<file path="src/rtl/lc3b_types.sv">
// Shared LC-3b memory-side types and the arbiter state encoding.
package lc3b_types;

    typedef logic [15:0]  lc3b_word;
    typedef logic [127:0] lc3b_line;

    typedef enum logic [1:0] {IDLE, GRANT_I, GRANT_D, DONE} arb_state_t;

endpackage

</file>
<file path="src/rtl/mem_port_arbiter_pick.sv">
// Combinational tie-break between the I-cache and D-cache requests.
// grant is one-hot {D, I}; last_grant is 1 when D was granted last.
module arb_pick (
    input  logic       i_req,
    input  logic       d_req,
    input  logic       last_grant,
    output logic [1:0] grant
);

    always_comb begin
        grant = 2'b00;
        if (i_req && d_req)
            grant = last_grant ? 2'b01 : 2'b10;
        else if (d_req)
            grant = 2'b10;
        else if (i_req)
            grant = 2'b01;
    end

endmodule

</file>
<file path="src/rtl/mem_port_arbiter.sv">
// Shares one physical-memory port between the I-cache and D-cache.
// ARB_ROUND_ROBIN_EN selects round-robin ties; otherwise D always wins ties.
module mem_port_arbiter
    import lc3b_types::*;
#(
    parameter int ADDR_W = $bits(lc3b_word),
    parameter int LINE_W = $bits(lc3b_line)
) (
    input  logic              clk,
    input  logic              reset_n,
    input  logic              i_read,
    input  logic [ADDR_W-1:0] i_address,
    output logic [LINE_W-1:0] i_rdata,
    output logic              i_resp,
    input  logic              d_read,
    input  logic              d_write,
    input  logic [ADDR_W-1:0] d_address,
    input  logic [LINE_W-1:0] d_wdata,
    output logic [LINE_W-1:0] d_rdata,
    output logic              d_resp,
    output logic              pmem_read,
    output logic              pmem_write,
    output logic [ADDR_W-1:0] pmem_address,
    output logic [LINE_W-1:0] pmem_wdata,
    input  logic [LINE_W-1:0] pmem_rdata,
    input  logic              pmem_resp
);

    arb_state_t state;
    logic       i_req, d_req, last_grant;
    logic [1:0] grant;

    assign i_req = i_read;
    assign d_req = d_read | d_write;

    arb_pick u_pick (
        .i_req      (i_req),
        .d_req      (d_req),
        .last_grant (last_grant),
        .grant      (grant)
    );

`ifdef ARB_ROUND_ROBIN_EN
    always_ff @(posedge clk) begin
        if (!reset_n)
            last_grant <= 1'b0;
        else if (state == IDLE && grant != 2'b00)
            last_grant <= grant[1];
    end
`else
    assign last_grant = 1'b0;
`endif

    // The pmem strobes and command fields are the latched command registers,
    // so they stay stable for the whole grant regardless of requester inputs.
    always_ff @(posedge clk) begin
        if (!reset_n) begin
            state        <= IDLE;
            pmem_read    <= 1'b0;
            pmem_write   <= 1'b0;
            pmem_address <= '0;
            pmem_wdata   <= '0;
        end else begin
            case (state)
                IDLE: begin
                    if (grant[1]) begin
                        state        <= GRANT_D;
                        pmem_read    <= ~d_write;
                        pmem_write   <= d_write;
                        pmem_address <= d_address;
                        pmem_wdata   <= d_wdata;
                    end else if (grant[0]) begin
                        state        <= GRANT_I;
                        pmem_read    <= 1'b1;
                        pmem_write   <= 1'b0;
                        pmem_address <= i_address;
                    end
                end
                GRANT_I, GRANT_D: begin
                    if (pmem_resp) begin
                        state      <= DONE;
                        pmem_read  <= 1'b0;
                        pmem_write <= 1'b0;
                    end
                end
                DONE:    state <= IDLE;
                default: state <= IDLE;
            endcase
        end
    end

    assign i_resp  = (state == GRANT_I) && pmem_resp;
    assign d_resp  = (state == GRANT_D) && pmem_resp;
    assign i_rdata = pmem_rdata;
    assign d_rdata = pmem_rdata;

endmodule
</file>
<file path="config.mk">
export PLATFORM = sky130hd
export DESIGN_NAME = mem_port_arbiter
export DESIGN_NICKNAME = d
export VERILOG_FILES = /design/src/rtl/lc3b_types.sv /design/src/rtl/mem_port_arbiter_pick.sv /design/src/rtl/mem_port_arbiter.sv
export SDC_FILE = /design/constraint.sdc
export NUM_CORES = 1
export LEC_CHECK = 0
export ABC_AREA = 1
export CAP_MARGIN = 10
export CORE_AREA = 5 5 270 272
export CTS_CLUSTER_DIAMETER = 50
export DETAILED_ROUTE_END_ITERATION = 6
export DIE_AREA = 0 0 275 277
export MAX_ROUTING_LAYER = met4
export PLACE_DENSITY_LB_ADDON = 0.25
export SLEW_MARGIN = 20
export SYNTH_ARGS = -nofsm -noshare
export SYNTH_HDL_FRONTEND = slang
export SYNTH_HIERARCHICAL = 1
export SYNTH_SLANG_ARGS = --single-unit
</file>
<file path="constraint.sdc">
create_clock -name clk -period 2.22 [get_ports clk]
set_clock_uncertainty 0.2 [all_clocks]
set_input_delay 0.222 -clock clk [delete_from_list [all_inputs] [get_ports clk]]
set_output_delay 0.222 -clock clk [all_outputs]
set_load 0.02 [all_outputs]
</file>
==> impl_metrics.yaml <==
logic_synthesis:
  yosys.cell_types.count: 22
  ys_ff_latch: 148
  postSynthCellCount: 988
  synth_edf_count: 0
  ys_seq_area_share_pct: 39.7
  ys_async_sr_fraction_pct: 0
  synthFlopType: "dfxtp_1"
  yosys_warnings: 6
  syn_area_per_cell_sq_um: 7.56
  synth_area_sq_um: 7470
timing:
  setup_viol: 0
  drv_slew: 0
  min_period_over_period_pct: 89.3
  hold-worst-slack_ns: 0.140
  setup_slack_ns: 0.237
  hold_viol: 0
  clock.fmax_mhz: 504
  fin_crit_ns: 1.98
  rsz0062_at_grt: "false"
critical_path:
  crit_path_end_kind: "output port"
  ff2ff_setup_slack_ns: 0.42
  cp.arrival_ns: 1.56
  crit_fanout: 3
  criticalPathCategory: "register to output port"
  crit_required_ns: 1.80
  critPathLaunchType: "register"
place:
  placedCellCount: 1966
  post-place-ws_ns: -0.0796
  gp_congestion: 0.707
  hpwlAfterDp_um: 21300
  port_buffers: 313
finish:
  layout_commonest_cell: "clkdlybuf4s50_1"
  fin_cells: 2000
  layout_common_cells: "clkdlybuf4s50_1, nor2_1, dfxtp_1"
  drive_gt1_share_pct: 5.53
  nets: 1334
  syn_to_final_growth_pct: 39.4
power_and_ir_drop:
  peakVddDrop_mv: 0.423
  p_leak_nw: 3.89
  power.density_nw_per_um2: 1240
cts:
  clk_latency_ns: 0.46
  ctsRootBufferMaster: "clkbuf_16"
  cts-htree-levels: 4
  cts_made_buffers: 17
  cts_max_path_buffers: 2
  cts_tree: "built"
  path_clk_slew_ns: 0.07
  clock-sinks: 148
routing:
  first_pass_iters: 4
  vias_per_cell: 3.02
  avgRoutedWirePerCell_um: 14.2
  final_antenna_net_count: 0
  dr.first_iter.drc_count: 236
  vias: 6039
  totalWireLength_um: 28400
  drc: 0
global_route:
  grt_max_degree: 79
  grt_pass1_vias: 6119
  track_usage_pct: 7.35
  antenna_found_initial: 2
  gr-total-overflow: 0
  grt_pass1_wl_um: 40100
worst_hold_path:
  hold_class: "input port to register"
floorplan:
  std_cell_rows: 98
  die_y_um: 277
  io_pins: 698
  die_w_um: 275
  core_area_sq_um: 70500
  initial_core_util_pct: 10.6
  dieArea_sq_um: 76200
job:
  max-cap-violations: 0
run_status:
  status: "finished clean"
==> synth_stat cells, types with 2 or more instances <==
cell | n | area [sq um]
dfxtp_1 | 148 | 2960
nor2_1 | 294 | 1100
clkbuf_2 | 11 | 55.1
buf_2 | 3 | 15.0
buf_4 | 264 | 1980
inv_1 | 12 | 45.0
clkbuf_1 | 14 | 52.6
ha_1 | 4 | 50.1
o21ai_0 | 112 | 561
a21oi_1 | 3 | 15.0
buf_6 | 13 | 146
o21ai_1 | 36 | 180
inv_2 | 2 | 7.51
nand2_1 | 64 | 240
==> metrics by stage <==
step	cell area, sq um	utilization (%)	total power [mW]	setup TNS, ns
finish	10400	14.8	12.9	0
global route	10400	14.8	13.8	0
CTS	10400	14.8	13.3	0
detailed placement	9820	13.9	10.0	-0.0946
global placement	9820	13.9	10.0	-0.119
floorplan	7470	-	7.76	0
==> what timing repair did <==
action | CTS | global route
gates resized for setup | 2 | 0
hold buffers | 1 | 0
endpoints found under the setup margin | 2 | 0
endpoints found under the hold margin | 1 | 0
buffers inserted | 0 | 0
==> where the power goes <==
part	total [mW]	internal [mW]	switching, mW	leakage, nW
sequential	4.09	3.59	0.494	1.23
clock	3.05	1.68	1.37	0.282
combinational	5.77	2.59	3.18	2.39
==> layout make-up <==
type                            instances  area, sq um
Inverter                               15         61.3
Tap cell                              950         1190
Timing Repair Buffer                  333         3410
Fill cell                            8030        60100
Multi-Input combinational cell        521         2210
Antenna cell                            1         2.50
Clock buffer                           19          433
Clock inverter                         13          151
Sequential cell                       148         2960
==> per-layer routing <==
layer | share of wire (%) | vias up | global-route usage, %
li1 | - | 2922 | -
met1 | 39 | 2662 | 7.55
met2 | 45 | 387 | 10.9
met3 | 13 | 68 | 4.85
met4 | 3.0 | 0 | 3.33
met5 | 0 | - | -
==> critical path: stages, from the launching register on <==
cell           delay (ns)
dfxtp_1              0.37
inv_1                0.10
ha_1                 0.21
nand2_1              0.08
inv_1                0.04
dlygate4sd2_1        0.31
==> flip-flops by register name (all words and copies together), names as in the netlist <==
signal and count:
pmem_read 1, pmem_wdata 128, pmem_write 1, state 2
pmem_address 16
==> logic make-up (layout without fill, tap and decap cells) <==
group	count (synthesis)	in the layout	synth area share, %
simple gates	364	364	18.5
buf+inv	320	380	30.9
compound gates	151	151	10.1
flops	148	148	39.7
fa+ha+maj	4	4	0.670
other cells	1	3	0.0502
==> final timing paths <==
| path | start | to | depth (start not counted) |
|---|---|---|---|
| worst min-delay path | d_wdata[117] | pmem_wdata[117] | 3 |
| worst min register to register | pmem_wdata[88] | pmem_wdata[88] | 2 |
| worst max register to register | state[0] | pmem_wdata[18] | 7 |
| worst max-delay path | state[0] | d_resp | 5 |
Power figures use the tool's default switching activity.
